<file path="src/rtl/axi_sram_arbiter.sv">
// axi_sram_arbiter: bridges the core's fetch and data SRAM-like ports onto
// one AXI master. Loads and fetches share AR/R (data loads win), stores use
// AW/W/B. Each side keeps at most one transaction in flight, so responses
// return in request order without any reorder tracking.
module axi_sram_arbiter (
  input  logic        aclk,
  input  logic        aresetn,
  // instruction fetch port
  input  logic        inst_req,
  input  logic [31:0] inst_addr,
  output logic        inst_addr_ok,
  output logic        inst_data_ok,
  output logic [31:0] inst_rdata,
  // data load/store port
  input  logic        data_req,
  input  logic        data_wr,
  input  logic [1:0]  data_size,
  input  logic [31:0] data_addr,
  input  logic [31:0] data_wdata,
  output logic        data_addr_ok,
  output logic        data_data_ok,
  output logic [31:0] data_rdata,
  // AXI read address / read data
  output logic [3:0]  arid,
  output logic [31:0] araddr,
  output logic [2:0]  arsize,
  output logic        arvalid,
  input  logic        arready,
  input  logic [3:0]  rid,
  input  logic [31:0] rdata,
  input  logic        rvalid,
  output logic        rready,
  // AXI write address / write data / write response
  output logic [31:0] awaddr,
  output logic [2:0]  awsize,
  output logic        awvalid,
  input  logic        awready,
  output logic [31:0] wdata,
  output logic [3:0]  wstrb,
  output logic        wlast,
  output logic        wvalid,
  input  logic        wready,
  input  logic        bvalid,
  output logic        bready
);

  typedef enum logic [1:0] {
    R_IDLE = 2'd0,
    R_AR   = 2'd1,
    R_R    = 2'd2
  } r_state_e;

  typedef enum logic [1:0] {
    W_IDLE = 2'd0,
    W_AW   = 2'd1,
    W_B    = 2'd2
  } w_state_e;

  localparam logic [3:0] ID_INST = 4'd0;
  localparam logic [3:0] ID_DATA = 4'd1;

  // read side state
  r_state_e    r_state_q;
  logic [3:0]  arid_q;
  logic [31:0] araddr_q;
  logic [2:0]  arsize_q;
  logic        arvalid_q;
  logic        rready_q;

  // write side state
  w_state_e    w_state_q;
  logic [31:0] awaddr_q;
  logic [2:0]  awsize_q;
  logic [31:0] wdata_q;
  logic [3:0]  wstrb_q;
  logic        awvalid_q;
  logic        wvalid_q;
  logic        aw_done_q;
  logic        w_done_q;
  logic        bready_q;

  // data side has a load or store outstanding
  logic        data_busy_q;

  // combinational decode
  logic        load_acc;
  logic        store_acc;
  logic        inst_acc;
  logic        r_hs;
  logic        b_hs;
  logic        aw_hs;
  logic        w_hs;
  logic        aw_done_d;
  logic        w_done_d;
  logic [3:0]  wstrb_d;

  // Acceptance: data load beats fetch on the shared read channel; a store
  // only needs the write FSM, so a fetch can run alongside it.
  assign load_acc  = data_req && !data_wr && !data_busy_q && (r_state_q == R_IDLE);
  assign store_acc = data_req &&  data_wr && !data_busy_q && (w_state_q == W_IDLE);
  assign inst_acc  = inst_req && (r_state_q == R_IDLE) && !load_acc;

  assign r_hs  = (r_state_q == R_R) && rvalid;
  assign b_hs  = (w_state_q == W_B) && bvalid;
  assign aw_hs = awvalid_q && awready;
  assign w_hs  = wvalid_q && wready;

  // A handshake seen this cycle counts as done, so both finishing together
  // moves straight to W_B.
  assign aw_done_d = aw_done_q || aw_hs;
  assign w_done_d  = w_done_q  || w_hs;

  // Byte-lane strobes from size and low address bits; size 3 acts as word.
  always_comb begin
    // NOTE: every always_comb output gets a default first so no path can
    // leave it unassigned and infer a latch.
    wstrb_d = 4'b1111;
    case (data_size)
      2'd0:    wstrb_d = 4'b0001 << data_addr[1:0];
      2'd1:    wstrb_d = 4'b0011 << {data_addr[1], 1'b0};
      default: wstrb_d = 4'b1111;
    endcase
  end

  // Read FSM: latch the winning request, present AR, then wait for R.
  always_ff @(posedge aclk or negedge aresetn) begin
    if (!aresetn) begin
      r_state_q <= R_IDLE;
      arid_q    <= '0;
      araddr_q  <= '0;
      arsize_q  <= '0;
      arvalid_q <= 1'b0;
      rready_q  <= 1'b0;
    end else begin
      // NOTE: state registers use non-blocking assignments so every flop
      // samples pre-edge values regardless of statement order.
      case (r_state_q)
        R_IDLE: begin
          if (load_acc) begin
            arid_q    <= ID_DATA;
            araddr_q  <= data_addr;
            arsize_q  <= {1'b0, data_size};
            arvalid_q <= 1'b1;
            r_state_q <= R_AR;
          end else if (inst_acc) begin
            arid_q    <= ID_INST;
            araddr_q  <= inst_addr;
            arsize_q  <= 3'd2;
            arvalid_q <= 1'b1;
            r_state_q <= R_AR;
          end
        end
        R_AR: begin
          if (arready) begin
            arvalid_q <= 1'b0;
            rready_q  <= 1'b1;
            r_state_q <= R_R;
          end
        end
        R_R: begin
          if (rvalid) begin
            rready_q  <= 1'b0;
            r_state_q <= R_IDLE;
          end
        end
        default: begin
          arvalid_q <= 1'b0;
          rready_q  <= 1'b0;
          r_state_q <= R_IDLE;
        end
      endcase
    end
  end

  // Write FSM: AW and W handshake independently, then wait for B.
  always_ff @(posedge aclk or negedge aresetn) begin
    if (!aresetn) begin
      w_state_q <= W_IDLE;
      awaddr_q  <= '0;
      awsize_q  <= '0;
      wdata_q   <= '0;
      wstrb_q   <= '0;
      awvalid_q <= 1'b0;
      wvalid_q  <= 1'b0;
      aw_done_q <= 1'b0;
      w_done_q  <= 1'b0;
      bready_q  <= 1'b0;
    end else begin
      case (w_state_q)
        W_IDLE: begin
          if (store_acc) begin
            awaddr_q  <= data_addr;
            awsize_q  <= {1'b0, data_size};
            wdata_q   <= data_wdata;
            wstrb_q   <= wstrb_d;
            awvalid_q <= 1'b1;
            wvalid_q  <= 1'b1;
            aw_done_q <= 1'b0;
            w_done_q  <= 1'b0;
            w_state_q <= W_AW;
          end
        end
        W_AW: begin
          if (aw_hs) awvalid_q <= 1'b0;
          if (w_hs)  wvalid_q  <= 1'b0;
          aw_done_q <= aw_done_d;
          w_done_q  <= w_done_d;
          if (aw_done_d && w_done_d) begin
            bready_q  <= 1'b1;
            w_state_q <= W_B;
          end
        end
        W_B: begin
          if (bvalid) begin
            bready_q  <= 1'b0;
            aw_done_q <= 1'b0;
            w_done_q  <= 1'b0;
            w_state_q <= W_IDLE;
          end
        end
        default: begin
          awvalid_q <= 1'b0;
          wvalid_q  <= 1'b0;
          bready_q  <= 1'b0;
          w_state_q <= W_IDLE;
        end
      endcase
    end
  end

  // data_busy spans data accept to its completion; accept needs !busy and
  // completion needs busy, so the two never collide.
  always_ff @(posedge aclk or negedge aresetn) begin
    if (!aresetn) begin
      data_busy_q <= 1'b0;
    end else if (data_addr_ok) begin
      data_busy_q <= 1'b1;
    end else if (data_data_ok) begin
      data_busy_q <= 1'b0;
    end
  end

  // pipeline-side handshakes
  assign inst_addr_ok = inst_acc;
  assign data_addr_ok = load_acc || store_acc;
  assign inst_data_ok = r_hs && (rid == ID_INST);
  assign data_data_ok = (r_hs && (rid == ID_DATA)) || b_hs;
  assign inst_rdata   = rdata;
  assign data_rdata   = rdata;

  // AXI outputs straight from registers
  assign arid    = arid_q;
  assign araddr  = araddr_q;
  assign arsize  = arsize_q;
  assign arvalid = arvalid_q;
  assign rready  = rready_q;
  assign awaddr  = awaddr_q;
  assign awsize  = awsize_q;
  assign awvalid = awvalid_q;
  assign wdata   = wdata_q;
  assign wstrb   = wstrb_q;
  assign wlast   = 1'b1;
  assign wvalid  = wvalid_q;
  assign bready  = bready_q;

endmodule

</file>
<file path="config.mk">
export PLATFORM = sky130hd
export DESIGN_NAME = axi_sram_arbiter
export DESIGN_NICKNAME = d
export VERILOG_FILES = /design/src/rtl/axi_sram_arbiter.sv
export SDC_FILE = /design/constraint.sdc
export NUM_CORES = 1
export LEC_CHECK = 0
export BUFFER_PORTS_ARGS = -buffer_cell sky130_fd_sc_hd__buf_2
export CAP_MARGIN = 5
export CORE_AREA = 2 2 129 131
export CTS_CLUSTER_SIZE = 16
export DETAILED_ROUTE_END_ITERATION = 16
export DIE_AREA = 0 0 131 133
export GPL_TIMING_DRIVEN = 0
export PLACE_DENSITY = 0.66
export SYNTH_ARGS = -nofsm -noshare
export SYNTH_HDL_FRONTEND = slang
export SYNTH_SLANG_ARGS = --single-unit
</file>
<file path="constraint.sdc">
create_clock -name aclk -period 3.5 [get_ports aclk]
set_input_delay 0.175 -clock aclk [delete_from_list [all_inputs] [get_ports aclk]]
set_output_delay 0.175 -clock aclk [all_outputs]
set_load 0.01 [all_outputs]
</file>
==> out/results.tsv, run 1 <==
metric	value	unit
outcome	completed	
CP Cell Sequence	buf_2 > nor3b_1 > buf_2 > buf_2 > and2_1 > buf_2	
clk_skew	0.00747	ns
Core ar.	16200	µm²
H-tree levels	4	
DR DRC count	0	
Iteration-0 DRC Markers	73	
post-cts resize count	0	
CTS Buffer Depth	2	
unique cell type count in the Yosys netlist	32	
share of cells above drive strength 1	69.1	%
chip width	131	µm
Layout Utilization	50.8	%
setup violators final	0	
final setup margin	1.21	ns
average cell area after synthesis	13.1	µm²
Initial Util	34.0	%
CTS sink cnt	117	
Synth warnings	0	
Critical Path End Type	output port	
critical setup path kind	flip-flop to output port	
initial antenna violation count	0	
Final TNS setup	0	ns
TritonCTS clock tree	yes	
Final Non-Filler Cells	999	
Setup Buffers After CTS	0	
asr flop ratio synth	100	%
drt wl/cell	14.8	µm
root buf cell	clkbuf_16	
Seq/Total Area, Yosys	53.3	%
maximum clock rate	0.437	GHz
max_cap viols	0	
nets@finish	913	
P per Cell Area	804	nW/µm²
antenna diode count	0	
Final Hold Fails	0	
DR vias	4358	
GR Overflow Total	0	
static leakage	4.19	nW
Worst path max stage delay	0.36	ns
worst-path fanout max	10	
EDFF count, synth	0	
io pins	328	
startpoint types	flip-flop	
IO Port Bufs	289	
Post-DRT Antenna Nets	0	
DRT Pass-1 Iters	4	
RSZ-0062 raised after global routing	no	
Tmin final	2.29	ns
DP HPWL	11300	µm
Setup WS pre-CTS	1.22	ns
GP Congestion	0.735	
post-synthesis cell count	418	
CP arrival	2.11	ns
peak supply drop	377	µV
gr usage total	16.8	%
Max Slew Vio Count	0	
Yosys reg bits	117	
DIE AREA	17400	µm²
FP Rows	47	
synthesized area	5500	µm²
Required @ worst endpoint	3.32	ns
first-pass GRT wire length	22200	µm
clk_lat worst skew	0.41	ns
DP Cell Count	932	
Worst Hold Class	input pin to flip-flop	
Clk pin slew, worst setup/hold paths	0.05	ns
Total Wirelength	14800	µm
CTS buffer count	17	
Die Span Y	133	µm
Via density	4.36	
CP max-delay cell	dfrtp_1	
vias in the first global route	4284	
pin count of the biggest net entering global routing	68	
top_reg_cell synth	dfrtp_1	
Critical Path Most Common Cell	buf_2	
Layout area overhead	49.4	%
Final period util	65.4	%
-- metrics by stage --
step                      total power (W)  cell area, µm²  hold slack [ns]
final                             0.00660            8210           0.0152
after floorplan                   0.00391            5510           -0.121
after global routing              0.00704            8210         0.000655
after detailed placement          0.00497            7270            0.157
after global placement            0.00490            7230            0.407
after CTS                         0.00670            8200         0.000457
-- what timing repair did --
item                       4_1_cts  5_1_grt
setup endpoints to repair        0        0
hold buffers                    37        1
hold endpoints to repair        89        2
-- cells in the mapped netlist, types with 3 or more instances --
cell type / n / area share, %
nand2_1: 7 / 0.48
inv_1: 13 / 0.89
nor2_1: 5 / 0.34
buf_6: 3 / 0.61
o22ai_1: 4 / 0.46
mux2_4: 3 / 0.82
dfrtp_1: 117 / 53
nor2b_1: 4 / 0.46
o21ai_0: 7 / 0.64
a21oi_1: 14 / 1.3
buf_4: 70 / 9.6
mux2i_1: 3 / 0.55
mux2_2: 127 / 26
buf_2: 16 / 1.5
-- final timing paths --
check,start,end,slack (ns),cells past startpoint
setup reg to reg,r_state_q[0],araddr[11],1.31,6
hold reg to reg,awaddr[12],awaddr[12],0.50,1
max in group asynchronous,aresetn,araddr[22],2.52,3
setup / recovery,r_state_q[0],inst_addr_ok,1.21,6
hold / removal,data_addr[27],araddr[27],0.02,2
min in group asynchronous,aresetn,wdata[6],0.29,2
-- state kept, by name (all words and copies together), names as in the netlist --
signal,flops
awaddr,32
r_state_q,2
arvalid,1
wdata,32
awvalid,1
w_state_q,2
arid,1
arsize,2
w_done_q,1
araddr,32
rready,1
wstrb,4
data_busy_q,1
wvalid,1
bready,1
awsize,2
aw_done_q,1
-- critical path, delay by kind of cell, from the launching register on --
| kind | cells | cell delay, ns |
|---|---|---|
| and+or+nand+nor | 2 | 0.44 |
| DFF | 1 | 0.36 |
| buffers and inverters | 4 | 0.90 |
-- placed cells by master (no fill, tap or decap), types with 3 or more instances in the layout --
cell type / synthesis / layout
mux2i_1: 3 / 3
buf_6: 3 / 4
buf_2: 16 / 304
nand2_1: 7 / 7
mux2_2: 127 / 127
dlygate4sd3_1: 0 / 38
o21ai_0: 7 / 7
mux2_4: 3 / 3
o22ai_1: 4 / 4
clkbuf_16: 0 / 17
conb_1: 2 / 6
a21oi_1: 14 / 14
inv_1: 13 / 13
dfrtp_1: 117 / 117
nor2_1: 5 / 5
clkinv_2: 0 / 3
nor2b_1: 4 / 4
buf_4: 70 / 70
clkinvlp_4: 0 / 3
-- cells by family after synthesis --
family	synth area share (%)
other cells	0.137
buf+inv	12.6
compound gates	3.57
mux	27.4
simple gates	3.03
flops	53.3
-- per-layer routing --
layer | GRT usage, % | vias up | share of wire, %
li1 | - | 2074 | -
met1 | 18.4 | 2080 | 37
met2 | 30.0 | 179 | 53
met3 | 5.34 | 25 | 7.8
met4 | 5.97 | 0 | 2.0
met5 | 0 | - | 0
-- report_power, final --
| group | total [W] | internal (W) | switching (W) | leakage (nW) |
|---|---|---|---|---|
| combinational | 0.00259 | 0.00141 | 0.00118 | 2.53 |
| sequential | 0.00235 | 0.00203 | 0.000317 | 1.38 |
| clock | 0.00166 | 0.00107 | 0.000590 | 0.270 |
-- final cells by class --
cell class / instances / area [µm²]
Sequential cell: 117 / 2930
Clock inverter: 9 / 106
Timing Repair Buffer: 328 / 1860
Multi-Input combinational cell: 202 / 1890
Clock buffer: 20 / 457
Inverter: 13 / 48.8
Tap cell: 220 / 275
Buffer: 90 / 643
Fill cell: 1438 / 7960
Power figures use the tool's default switching activity.
==> inputs of run 2 (changes only) <==
ABC_AREA = 1   (was not set)
CORE_AREA = 2 2 126 128   (was 2 2 129 131)
DIE_AREA = 0 0 128 130   (was 0 0 131 133)
PLACE_DENSITY = 0.69   (was 0.66)
clock period = 2.14 ns   (was 3.5 ns; I/O delays follow)
==> run 2 against run 1 <==
Worst setup slack got worse by 1.1 ns. Final cell count up 29%. Flip-flop and latch count stayed put. Largest cell class is now buffers. Largest power group unchanged. Highest routed layer unchanged.
==> out/results.tsv, run 2 <==
metric	value	unit	change
drt wl/cell	15.3	µm	+3.4%
GP Congestion	0.786		+6.9%
Initial Util	35.9	%	+1.9 points
post-synth top area cell	dfrtp_1		
asr flop ratio synth	100	%	unchanged
critical setup path kind	flip-flop to flip-flop		
Final period util	94.4	%	
Final Hold Fails	0		unchanged
share of cells above drive strength 1	38.8	%	-30 points
DRT met1 WL	8030	µm	+45%
clk_lat worst skew	0.41	ns	about the same
Iteration-0 DRC Markers	310		+320%
Crit path buffers/inverters	3		-1
XOR/XNOR Fraction of Synth Area	0	%	unchanged
Via density	4.67		+7.0%
Levels on crit path	7		+1
most frequent cell after synthesis	nand2_1		
outcome	completed		
CTS sink cnt	117		unchanged
maximum clock rate	0.495	GHz	
io pins	328		unchanged
synthesized area	5530	µm²	+0.71%
CP arrival	2.31	ns	+0.20 ns
Critical Path End Type	flip-flop		
RSZ-0062 raised after global routing	no		
Synth top area share	52.9	%	-0.37 points
max_cap viols	0		unchanged
register area	2930	µm²	unchanged
Total Wirelength	19700	µm	+33%
EDFF count, synth	0		unchanged
Max Slew Vio Count	0		unchanged
# fillers	1370		-4.7%
relative slew slack	57.4	%	
post-synthesis adder-cell area fraction	0	%	unchanged
CP Cell Sequence	nor2_4 > buf_12 > nand2_2 > buf_2 > nand3_1 > nand3_1 > dlygate4sd3_1		
Compound-Gate Fraction of Synth Area	1.29	%	-2.3 points
initial antenna violation count	0		unchanged
FP Rows	46		-2.1%
GR Overflow Total	0		unchanged
antenna diode count	0		unchanged
vias in the first global route	5921		+38%
hold depth	3		+1
Synth warnings	0		unchanged
first-pass GRT wire length	30200	µm	+36%
list of most frequent post-synthesis cells	nand2_1 (270), dfrtp_1 (117), nand3_1 (77)		
Setup WS pre-CTS	0.511	ns	-0.708 ns
Worst Hold Class	input pin to flip-flop		
pin count of the biggest net entering global routing	63		-7.4%
H-tree levels	4		unchanged
average cell area after synthesis	8.33	µm²	-37%
cell family with most CP delay	buffers and inverters		
DR WL met3	1610	µm	+39%
Tmin final	2.02	ns	
Required @ worst endpoint	2.43	ns	-0.89 ns
CTS buffer count	17		unchanged
largest family of logic cells by synthesized area	simple AND/OR/NAND/NOR gates		
met2 WL	9700	µm	+24%
DRT Pass-1 Iters	5		+1
gr usage total	23.5	%	+6.7 points
post-synthesis mux area share	0	%	-27 points
DP HPWL	13600	µm	+21%
peak supply drop	692	µV	+84%
final setup margin	0.120	ns	-1.09 ns
Seq/Total Area, Yosys	52.9	%	-0.37 points
simple-gate portion of the synthesized area	30.7	%	+28 points
nets@finish	1224		+34%
clk_skew	0.00636	ns	-0.00111 ns
worst reg2reg path depth	7		+1
DP Area	7260	µm²	about the same
chip width	128	µm	-2.3%
area taken by multi-input logic gates	1800	µm²	-4.8%
top layer reached by signal wires	met4		
unique cell type count in the Yosys netlist	20		-38%
static leakage	5.03	nW	+20%
Layout Utilization	58.0	%	+7.2 points
DR vias	5997		+38%
fin area	8950	µm²	+9.0%
Die Span Y	130	µm	-2.3%
startpoint types	flip-flop		
IO Port Bufs	288		-0.35%
P per Cell Area	1240	nW/µm²	+54%
top_reg_cell synth	dfrtp_1		
Clk pin slew, worst setup/hold paths	0.06	ns	about the same
CP max-delay cell	dlygate4sd3_1		
Final TNS setup	0	ns	unchanged
Worst path max stage delay	0.57	ns	+0.21 ns
DIE AREA	16600	µm²	-4.5%
TritonCTS clock tree	yes		
post-synthesis cell count	664		+59%
Critical Path Most Common Cell	nand3_1		
Slew @ Worst Pin	0.638	ns	
Post-DRT Antenna Nets	0		unchanged
Synth area leaders	dfrtp_1 (53%), nand2_1 (18%), buf_4 (10%)		
worst-path fanout max	10		unchanged
DR DRC count	0		unchanged
Layout area overhead	61.7	%	
commonest non-fill, non-tap cell in the layout	buf_2		
most frequent cells in the layout	buf_2 (302), nand2_1 (270), dfrtp_1 (117)		
Yosys reg bits	117		unchanged
setup violators final	0		unchanged
Core ar.	15400	µm²	-4.6%
CTS Buffer Depth	2		unchanged
root buf cell	clkbuf_16		
run 2: changes by cell type in the layout (fill, tap and decap cells not counted), sizes merged, moves of 12 or more:
cell	before	now
a21oi	14	2
dlygate4sd3	38	100
inv	13	29
mux2	130	0
nand2	7	271
nand3	1	77
nand4	1	36
run 2: path summary, 6_finish.rpt:
path | startpoint | end | slack (ns)
worst max-delay path | r_state_q[0] | araddr[26] | 0.12
worst min-delay path | data_addr[1] | awaddr[1] | 0.02
worst max register to register | r_state_q[0] | araddr[26] | 0.12
worst min register to register | wdata[30] | wdata[30] | 0.47
max in group asynchronous | aresetn | wdata[23] | 1.22
min in group asynchronous | aresetn | araddr[20] | 0.22
run 2: what timing repair did:
item | 4_1_cts | 5_1_grt
hold buffers | 100 | 0
endpoints found under the hold margin | 154 | 0
setup buffers | 0 | 4
resized for setup | 0 | 3
endpoints found under the setup margin | 0 | 2
run 2: through the flow:
stage               std cells  hold slack [ns]  total power [W]
floorplan                 668           -0.189          0.00593
global placement         1148            0.301          0.00763
detailed placement       1149            0.116          0.00773
CTS                      1281         0.000553           0.0110
global route             1285           0.0265           0.0118
finish                   1285           0.0155           0.0111
run 2: kinds of logic (layout without fill, tap and decap cells):
logic type      after synthesis  count (layout)
simple gates                398             398
buf+inv                     133             558
flops                       117             117
compound gates               14              14
other cells                   2               6
run 2: worst min-delay path, delay by kind of cell:
family / cells / cell delay, ns
buffers and inverters: 1 / 0.15
AND/OR/NAND/NOR: 2 / 0.12
run 2: area by class of cell:
type	count	area share [%]
sequential	117	32.7
timing repair buffer	393	28.2
multi-input combinational	418	20.1
buffer	105	8.07
clock buffer	19	5.06
tap	192	2.69
clock inverter	13	2.00
inverter	28	1.17
run 2: layer usage:
metal / global-route usage (%) / vias up
li1: - / 2879
met1: 28.3 / 2795
met2: 40.7 / 290
met3: 6.60 / 33
met4: 7.95 / 0
met5: 0 / -
run 2: power breakdown:
part	internal, W	switching, W	leakage [nW]
clock	0.00200	0.00108	0.301
combinational	0.00176	0.00238	3.28
sequential	0.00324	0.000590	1.46
==> inputs of run 3 (changes only) <==
CAP_MARGIN = not set   (was 5)
PLACE_DENSITY = not set   (was 0.69)
PLACE_DENSITY_LB_ADDON = 0.1   (was not set)
RECOVER_POWER = 50   (was not set)
==> run 3 against run 2 <==
The run now ends with capacitance limit, slew limit left. Combinational power down 5.8%. Clock-buffer cell count grew 7. Cell area down 2.7%. Sequential power is essentially flat. Sequential share of layout area grew 0.92 points. Die area unchanged. Critical path type is now flip-flop to output port. Critical endpoint is now data_addr_ok.
==> out/results.tsv, run 3 (synthesis results as in run 2) <==
metric	value	unit	change
FP Rows	46		unchanged
clock group share of total power	25.8	%	-2.1 points
Final Hold Fails	0		unchanged
drt wl/cell	14.0	µm	-8.6%
CTS Buffer Depth	2		unchanged
TritonCTS clock tree	yes		
Setup WS pre-CTS	0.528	ns	+0.0169 ns
Total Wirelength	18000	µm	-8.9%
commonest non-fill, non-tap cell in the layout	nand2_1		
clk_lat worst skew	0.41	ns	about the same
setup violators final	0		unchanged
worst-path fanout max	10		unchanged
pin count of the biggest net entering global routing	62		-1.6%
startpoint types	flip-flop		
Die Span Y	130	µm	unchanged
final setup margin	0.193	ns	+0.0733 ns
Iteration-0 DRC Markers	270		-13%
Sequential Power Share	36.7	%	+2.0 points
max_cap viols	1		+1
Required @ worst endpoint	2.03	ns	-0.40 ns
RSZ-0062 raised after global routing	no		
GP Congestion	0.786		about the same
CP arrival	1.84	ns	-0.47 ns
Via density	4.52		-3.2%
Critical Path End Type	output port		
Initial Util	35.9	%	unchanged
DR DRC count	0		unchanged
DP HPWL	12600	µm	-7.2%
# fillers	1505		+9.9%
nets@finish	1222		-0.16%
peak supply drop	716	µV	+3.5%
antenna diode count	0		unchanged
io pins	328		unchanged
Worst Hold Class	input pin to flip-flop		
critical setup path kind	flip-flop to output port		
static leakage	4.68	nW	-6.9%
worst reg2reg path depth	7		unchanged
outcome	finished with violations		
Max Slew Vio Count	57		+57
R2R Setup Slk	0.62	ns	+0.50 ns
worst r2r src	data_busy_q		
GR Overflow Total	0		unchanged
area taken by multi-input logic gates	1800	µm²	-0.28%
Final period util	91.0	%	-3.4 points
first-pass GRT wire length	27500	µm	-9.1%
DIE AREA	16600	µm²	unchanged
Tmin final	1.95	ns	-0.0733 ns
gr usage total	21.1	%	-2.4 points
chip width	128	µm	unchanged
maximum clock rate	0.514	GHz	+3.8%
CTS sink cnt	117		unchanged
Core ar.	15400	µm²	unchanged
Final Non-Filler Cells	1281		-0.31%
hold_sp	data_addr[1]		
WHS Endpoint	awaddr[1]		
hold depth	3		unchanged
initial antenna violation count	0		unchanged
DRT Pass-1 Iters	4		-1
H-tree levels	4		unchanged
crit path from	data_busy_q		
DP Cell Count	1149		unchanged
share of cells above drive strength 1	28.7	%	-10 points
IO Port Bufs	288		unchanged
clk_skew	0.00947	ns	+0.00312 ns
Sw Ratio	36.6	%	-0.048 points
Crit Reg-Reg Endpoint	awaddr[31]		
relative slew slack	-3.54	%	-61 points
Int Pwr	0.00658	W	-6.1%
post-cts resize count	0		unchanged
failing checks	capacitance limit, slew limit		
P per Cell Area	1190	nW/µm²	-3.5%
Comb power frac	37.6	%	about the same
root buf cell	clkbuf_16		
Clk pin slew, worst setup/hold paths	0.05	ns	about the same
Layout area overhead	57.2	%	
CTS buffer count	17		unchanged
vias in the first global route	5510		-6.9%
Slew @ Worst Pin	1.55	ns	+0.915 ns
most frequent cells in the layout	nand2_1 (270), buf_2 (200), clkbuf_1 (118)		
DR vias	5786		-3.5%
switching power	0.00380	W	-6.3%
register area	2930	µm²	unchanged
Post-DRT Antenna Nets	0		unchanged
-- run 3: power by group through the flow --
stage / Clock, W / Combinational (W) / Sequential (W)
2_1_floorplan: 0 / 0.00166 / 0.00427
5_1_grt: 0.00284 / 0.00439 / 0.00395
3_3_place_gp: 0 / 0.00383 / 0.00380
6_report: 0.00267 / 0.00390 / 0.00380
4_1_cts: 0.00273 / 0.00402 / 0.00379
3_5_place_dp: 0 / 0.00388 / 0.00380
-- run 3: cell type report --
type,count,area share (%)
multi-input cells,418,20.6
flip-flops and latches,117,33.6
repair buffers,391,27.1
well taps,192,2.76
clock inverters,4,0.518
plain buffers,105,8.28
clock buffers,26,5.85
inverters,28,1.21
-- run 3: routing by layer --
| layer | global-route usage (%) | share of wire [%] | vias to the layer above |
|---|---|---|---|
| met2 | 34.8 | 49 | 204 |
| met1 | 26.6 | 43 | 2688 |
| met3 | 6.77 | 6.7 | 13 |
| li1 | - | - | 2881 |
| met4 | 6.40 | 1.2 | 0 |
| met5 | 0 | 0 | - |
-- run 3: stage by stage --
step           total power [W]  util, %  setup TNS (ns)  area [µm²]  hold WS [ns]
2_1_floorplan          0.00593        -               0        5550        -0.189
3_3_place_gp           0.00763     46.9          -70.45        7230         0.302
3_5_place_dp           0.00768     47.1               0        7260         0.122
4_1_cts                 0.0105     57.2               0        8820       0.00124
5_1_grt                 0.0112     56.4               0        8700        0.0415
6_report                0.0104     56.4               0        8700        0.0142
-- run 3: how the worst max path moves through the flow --
stage | endpoint | depth (start not counted)
6_report | data_addr_ok | 7
5_1_grt | inst_addr_ok | 7
4_1_cts | inst_addr_ok | 7
3_5_place_dp | inst_addr_ok | 7
3_3_place_gp | wdata[14] | 1
2_1_floorplan | araddr[17] | 6
-- run 3: timing repair --
action                     in CTS  in global routing
hold buffers                  100                  0
hold endpoints to repair      157                  0
setup endpoints to repair       0                  1
buffers inserted                0                  2
-- run 3: critical path, cell delays in order, from the launching register on --
cell and delay, ns:
dfrtp_1 0.40, nor2_1 0.22, nand2_1 0.15, inv_2 0.17, buf_4 0.22, nor2_1 0.08
inv_1 0.07, buf_2 0.12
